===== config.mk =====
export PLATFORM = sky130hd
export DESIGN_NAME = uart_prog_loader
export DESIGN_NICKNAME = d
export VERILOG_FILES = /design/src/rtl/uart_prog_loader_pkg.sv /design/src/rtl/uart_prog_loader_rx.sv /design/src/rtl/uart_prog_loader.sv
export SDC_FILE = /design/constraint.sdc
export NUM_CORES = 1
export LEC_CHECK = 0
export ABC_AREA = 1
export CORE_UTILIZATION = 30
export CTS_CLUSTER_DIAMETER = 80
export DETAILED_ROUTE_END_ITERATION = 7
export SLEW_MARGIN = 20
export SYNTH_ARGS = -nofsm -noshare
export SYNTH_HDL_FRONTEND = slang
export SYNTH_SLANG_ARGS = --single-unit

===== constraint.sdc =====
create_clock -name clock -period 1.7 [get_ports clock]
set_input_delay 0.34 -clock clock [delete_from_list [all_inputs] [get_ports clock]]
set_output_delay 0.34 -clock clock [all_outputs]
set_load 0.03 [all_outputs]

===== src/rtl/uart_prog_loader_pkg.sv =====
// uart_prog_loader_pkg: frame command codes, address width and state encodings
package uart_prog_loader_pkg;
  localparam logic [7:0] CMD_INST = 8'h49;
  localparam logic [7:0] CMD_DATA = 8'h44;
  localparam logic [7:0] CMD_END = 8'h45;
  localparam int UPG_ADR_W = 15;
  typedef enum logic [2:0] {IDLE, CNT_LO, CNT_HI, DATA, DONE} state_t;
  typedef enum logic [1:0] {WAIT_START, START, BITS, STOP} rx_state_t;
endpackage


===== src/rtl/uart_prog_loader_rx.sv =====
// uart_rx_byte: 2-FF synchronized 8N1 receiver with mid-bit sampling
module uart_rx_byte
  import uart_prog_loader_pkg::*;
#(
  parameter int BIT_CYC = 78
) (
  input  logic       clock,
  input  logic       reset_n,
  input  logic       rx_i,
  output logic [7:0] byte_o,
  output logic       byte_valid_o,
  output logic       frame_err_o
);
  localparam int CW = $clog2(BIT_CYC + 1);
  localparam logic [CW-1:0] HALF = CW'(BIT_CYC / 2 - 1);
  localparam logic [CW-1:0] LAST = CW'(BIT_CYC - 1);
  rx_state_t st;
  logic [2:0] sync;
  logic [CW-1:0] cnt;
  logic [2:0] nbit;
  logic [7:0] sh;
  logic rx;
  assign rx = sync[1];
  always_ff @(posedge clock or negedge reset_n)
    if (!reset_n) begin
      sync <= '1;
      st <= WAIT_START;
      cnt <= '0;
      nbit <= '0;
      sh <= '0;
      byte_o <= '0;
      byte_valid_o <= 1'b0;
      frame_err_o <= 1'b0;
    end else begin
      sync <= {sync[1:0], rx_i};
      byte_valid_o <= 1'b0;
      frame_err_o <= 1'b0;
      cnt <= cnt + CW'(1);
      case (st)
        WAIT_START: begin
          cnt <= '0;
          if (sync[2] && !rx) st <= START;
        end
        // a start bit that is high again at half a bit time was a glitch
        START: if (cnt == HALF) begin
          cnt <= '0;
          nbit <= '0;
          st <= rx ? WAIT_START : BITS;
        end
        BITS: if (cnt == LAST) begin
          cnt <= '0;
          sh <= {rx, sh[7:1]};
          nbit <= nbit + 3'd1;
          if (nbit == 3'd7) st <= STOP;
        end
        STOP: if (cnt == LAST) begin
          st <= WAIT_START;
          byte_o <= sh;
          byte_valid_o <= rx;
          frame_err_o <= !rx;
        end
        default: st <= WAIT_START;
      endcase
    end
endmodule


===== src/rtl/uart_prog_loader.sv =====
// uart_prog_loader: parses UART load frames into upg_* instruction/data memory writes
module uart_prog_loader
  import uart_prog_loader_pkg::*;
#(
  parameter int CLK_HZ      = 10_000_000,
  parameter int BAUD        = 128_000,
  parameter int WORD_LIMIT  = 16384,
  parameter int TIMEOUT_CYC = 1_000_000
) (
  input  logic                 clock,
  input  logic                 reset_n,
  input  logic                 rx_i,
  output logic                 upg_clk_o,
  output logic                 upg_rst_o,
  output logic                 upg_wen_o,
  output logic [UPG_ADR_W-1:0] upg_adr_o,
  output logic [31:0]          upg_dat_o,
  output logic                 upg_done_o,
  output logic                 err_o
);
  localparam int TW = $clog2(TIMEOUT_CYC + 1);
  localparam logic [16:0] LIMIT = 17'(WORD_LIMIT);
  state_t st;
  logic [7:0] rx_byte, n_lo;
  logic byte_valid, frame_err, target, in_frame, timeout;
  logic [13:0] word_index;
  logic [14:0] n;
  logic [15:0] n_full;
  logic [1:0] nbyte;
  logic [23:0] word;
  logic [TW-1:0] tmo;
  uart_rx_byte #(.BIT_CYC(CLK_HZ / BAUD)) u_rx (
    .clock(clock), .reset_n(reset_n), .rx_i(rx_i),
    .byte_o(rx_byte), .byte_valid_o(byte_valid), .frame_err_o(frame_err)
  );
  assign upg_clk_o = clock;
  assign n_full = {rx_byte, n_lo};
  assign in_frame = st == CNT_LO || st == CNT_HI || st == DATA;
  assign timeout = in_frame && !byte_valid && tmo == TW'(TIMEOUT_CYC - 1);
  always_ff @(posedge clock or negedge reset_n)
    if (!reset_n) begin
      st <= IDLE;
      upg_rst_o <= 1'b1;
      upg_wen_o <= 1'b0;
      upg_adr_o <= '0;
      upg_dat_o <= '0;
      upg_done_o <= 1'b0;
      err_o <= 1'b0;
      target <= 1'b0;
      word_index <= '0;
      n_lo <= '0;
      n <= '0;
      nbyte <= '0;
      word <= '0;
      tmo <= '0;
    end else begin
      upg_wen_o <= 1'b0;
      tmo <= (!in_frame || byte_valid) ? '0 : tmo + TW'(1);
      if (frame_err) err_o <= 1'b1;
      // a stalled frame is abandoned; already written words are kept
      if (timeout) begin
        err_o <= 1'b1;
        st <= IDLE;
      end else if (byte_valid)
        case (st)
          IDLE:
            if (rx_byte == CMD_INST || rx_byte == CMD_DATA) begin
              target <= rx_byte == CMD_DATA;
              word_index <= '0;
              upg_rst_o <= 1'b0;
              st <= CNT_LO;
            end else if (rx_byte == CMD_END) begin
              upg_done_o <= 1'b1;
              upg_rst_o <= 1'b1;
              st <= DONE;
            end else err_o <= 1'b1;
          CNT_LO: begin
            n_lo <= rx_byte;
            st <= CNT_HI;
          end
          CNT_HI:
            if (n_full == '0) st <= IDLE;
            else if ({1'b0, n_full} > LIMIT) begin
              err_o <= 1'b1;
              st <= IDLE;
            end else begin
              n <= n_full[14:0];
              nbyte <= '0;
              st <= DATA;
            end
          DATA: begin
            nbyte <= nbyte + 2'd1;
            if (nbyte == 2'd3) begin
              upg_wen_o <= 1'b1;
              upg_adr_o <= {target, word_index};
              upg_dat_o <= {rx_byte, word};
              word_index <= word_index + 14'd1;
              if ({1'b0, word_index} + 15'd1 == n) st <= IDLE;
            end else word <= {rx_byte, word[23:8]};
          end
          default: ;
        endcase
    end
endmodule


# == After elaboration in Yosys (flattened, before gate mapping) ==
# Cells that the tools add are included.
# word_totals
ff_bits,171
latch_bits,0
mem_bits_rw,0
romBits,0
inputBits,3
output_inout_bits,52
elab_cells,141
memories,0
# classes
add_sub_neg,6
mul,0
n_div,0
order_cmp,1
n_eq_ne,27
n_shift,0
mux,47
bitwise_logic,5
reduce_logical,33
# ops
cell,n
$reduce_and 5->1,6
$mux 14,2
$pmux 14 s2,1
$eq 8x7->1 const B,3
$mux 3,8
$pmux 7 s3,1
$add 20x1->20 const B,1
$eq 20x20->1 const B,1
$mux 2,10
$mux 20,1
$mux 1,17
$gt 16x15->1 const B,1
$logic_not 16->1,1
$reduce_and 4->1,4
$add 14x1->15 const B,1
$eq 15x15->1,1
$add 14x1->14 const B,1
$mux 7,2
$ne 2x1->1 const B,6
$pmux 3 s4,1
$reduce_bool 2->1,5
$pmux 2 s4,1
$add 7x1->7 const B,1
$eq 7x6->1 const B,1
23 further kinds,42

# == Logic depth before layout (Yosys ltp) ==
# depth
word_depth,7
depth_mapped,17
mapped_depth_nobuf,17

# == Cells and area by module ==
# A second synthesis with hierarchy kept.
# unflattened
hier_cells,889
hier_area_um2,7738.7
# modules_own_cells
mod,instances,cells_per_inst,area_each_um2,seq_area_each_um2
uart_prog_loader,1,723,6257.3,3454.6
uart_rx_byte,1,166,1481.4,829.5

==> flow_metrics.py <==
metrics = {
    "grt": {
        "gr-total-overflow": 0,
        "grt_pass1_vias": 7005,
        "track_usage": 0.163,
        "grt_max_degree": 56,
        "antenna_found_initial": 0,
        "grt_pass1_wl_mm": 34.2,
    },
    "setup_path": {
        "worstPathMaxFanout": 5,
        "cp_slowest_cell": "dfrtp_1",
        "critPathBufInv": 0,
        "cpPeakStageDelay_ps": 430,
        "start_kind": "flip-flop",
        "setup.worst_path.class": "reg2reg",
        "required_ps": 2120,
        "critical_path_arrival_ps": 2460,
        "cp-end-kind": "flip-flop",
        "path_cells": "ha_4 -> nand2_4 -> nor2_2 -> nand4_1 -> nand3b_1 -> nand3_1 -> nor2_1 -> nand3_1 -> nand2_2 -> nand2_2 -> nand2_1 -> nand2_1",
        "crit_family": "simple AND/OR/NAND/NOR gates",
    },
    "logic_synthesis": {
        "synth_area_leaders": "dfrtp_1, nand2_1, o21ai_0, inv_1, nand3_1",
        "syn_avg_cell_area_um2": 8.53,
        "yosysTopAreaCell": "dfrtp_1",
        "synth_nets": 924,
        "ys_seq_area_frac": 0.550,
        "syn_area_mm2": 0.00779,
        "synthCells": 913,
        "synth_warnings": 0,
        "synth_top_flop_cell": "dfrtp_1",
        "synth_edf_count": 0,
        "ys_ff_latch": 171,
        "netlist-cell-type-count": 37,
        "synth_top_area_share": 0.537,
        "synthArstFlopShare": 1.00,
    },
    "pwr": {
        "comb_power_share": 0.042,
        "pwr-share-seq": 0.475,
        "irDropWorstVdd_mv": 0.544,
        "p_sw_frac": 0.252,
        "power.total_mw": 8.83,
        "power_switching_mw": 2.23,
        "leakage_nw": 5.41,
        "pwr-share-clk": 0.483,
        "internal_power_mw": 6.60,
        "powerDensity_mw_per_mm2": 773,
    },
    "timing": {
        "setup_violations": 60,
        "timing.final.crit_period_ps": 2040,
        "final.period_utilization": 1.20,
        "max_freq_mhz": 491,
        "tightestPinTransition_ps": 429,
        "drv_slew": 0,
        "finalHoldViolations": 0,
        "fin_setup_tns_ps": -8500,
        "setup_slack_ps": -338,
        "clock-skew-final_ps": 14.6,
        "slew_headroom": 0.713,
        "rsz0062_at_grt": "yes",
    },
    "flow_run": {
        "drv_cap": 0,
    },
    "finish": {
        "fin_nets": 1135,
        "n_antenna_cell": 0,
        "final_common_cell": "nand2_1",
        "syn_to_final_growth_pct": 46.6,
        "drive_above_1_share": 0.331,
        "utilization": 0.451,
        "mostFrequentLayoutCells": "nand2_1, dfrtp_1, buf_4, inv_1, o21ai_0",
    },
    "floorplan": {
        "die_y_um": 163,
        "start_util": 0.307,
        "die_x_um": 163,
        "die_area_mm2": 0.0266,
        "io_pins": 55,
        "rows": 58,
        "core_area_mm2": 0.0253,
    },
    "placed_design": {
        "port_buffers": 54,
        "place.gp.congestion": 0.854,
        "hpwl_mm": 12.6,
        "place_ws_ps": -305,
    },
    "route": {
        "drtIter0Drc": 447,
        "routed_via_density": 4.64,
        "finalWirelength_mm": 20.1,
        "drtAntennaViolNets": 0,
        "drc": 0,
        "routedWlPerCell_um": 13.7,
        "vias": 6810,
        "firstDrtPassIters": 4,
    },
    "min_path": {
        "hp-class": "in2reg",
    },
    "clocking": {
        "clock_latency_ps": 550,
        "tritoncts": "yes",
        "path_clk_slew_ps": 70,
    },
    "outcome": {
        "violations": "setup timing",
        "status": "complete, but fails checks",
    },
}
worst register-to-register path, delay by kind of cell, from the launching register on:
family	cells	cell delay, ps
adders and majority gates	1	180
DFF	1	430
and+or+nand+nor	11	1300
through the flow:
stage / hold WS, ps / area [um^2] / instances
after detailed placement: 263 / 9580 / 1387
after floorplan: 44.4 / 7790 / 913
final: 192 / 11400 / 1467
after global routing: 182 / 11400 / 1467
after CTS: 168 / 11200 / 1465
after global placement: 257 / 9580 / 1387
final cells by class:
cell class	instances	area, um^2
multi-input cells	602	3510
fillers	2374	13900
inverters	115	437
flip-flops and latches	171	4290
repair buffers	213	2100
clock inverters	14	143
well taps	330	413
clock buffers	22	519
flip-flops by register name (all words and copies together) (netlist names), 7 cells and up, named ones only:
signal and flops:
upg_dat_o 32, word 24, tmo 20, n 15, upg_adr_o 15, word_index 14
n_lo 8, u_rx.byte_o 8, u_rx.sh 8, u_rx.cnt 7
routing by layer:
metal / track usage / vias up / wire length [um]
met2: 0.272 / 119 / 9940
met3: 0.0302 / 29 / 625
met5: 0 / - / 0
met1: 0.204 / 3287 / 9090
li1: - / 3375 / -
met4: 0.0722 / 0 / 410
timing repair:
action                                  4_1_cts  5_1_grt
hold endpoints to repair                     56        0
pin swaps                                    38       33
buffers inserted                             33        9
hold buffers                                  1        0
endpoints found under the setup margin      117      140
cloned                                       10        0
resized for setup                           201       84
power groups by stage:
| stage | combinational [mW] | sequential [mW] | clock (mW) |
|---|---|---|---|
| 2_1_floorplan | 0.157 | 4.27 | 0.0881 |
| 6_report | 0.368 | 4.19 | 4.27 |
| 5_1_grt | 0.435 | 4.21 | 4.54 |
| 3_5_place_dp | 0.365 | 4.27 | 0.0980 |
| 4_1_cts | 0.369 | 4.19 | 4.38 |
| 3_3_place_gp | 0.354 | 4.27 | 0.0980 |
synthesized netlist by cell type, types with 2 or more instances:
library cell,instances
buf_12,2
buf_2,4
o21ai_1,6
nor4_1,5
inv_1,109
o21ai_0,99
nor3_1,8
o21ai_2,21
dfrtp_1,167
clkbuf_1,17
nand3_1,55
nor3_2,2
inv_2,5
buf_4,2
o22ai_1,8
nor2_1,59
o21a_1,4
nand2_2,18
nand2_1,248
a21oi_1,20
nor2_4,4
or2_2,2
nand3b_1,6
nor2_2,9
dfstp_2,4
ha_1,8
nand4_1,11
cells by family (layout without fill, tap and decap cells):
| kind of cell | Yosys count | count (layout) | share of synthesized area |
|---|---|---|---|
| simple gates | 431 | 432 | 0.243 |
| fa+ha+maj | 8 | 8 | 0.0129 |
| buf+inv | 141 | 364 | 0.0754 |
| flops | 171 | 171 | 0.550 |
| compound gates | 162 | 162 | 0.118 |
worst paths after layout:
| kind | startpoint | endpoint | slack (ps) | cells past startpoint |
|---|---|---|---|---|
| max | word_index[0] | st[0] | -340 | 12 |
| min | rx_i | u_rx.sync[0] | 190 | 1 |
| max reg2reg | word_index[0] | st[0] | -340 | 12 |
| min reg2reg | u_rx.sync[0] | u_rx.sync[1] | 360 | 0 |
| max in group asynchronous | reset_n | word[14] | 860 | 3 |
| min in group asynchronous | reset_n | tmo[17] | 240 | 2 |
(Power assumes the default switching activity.)
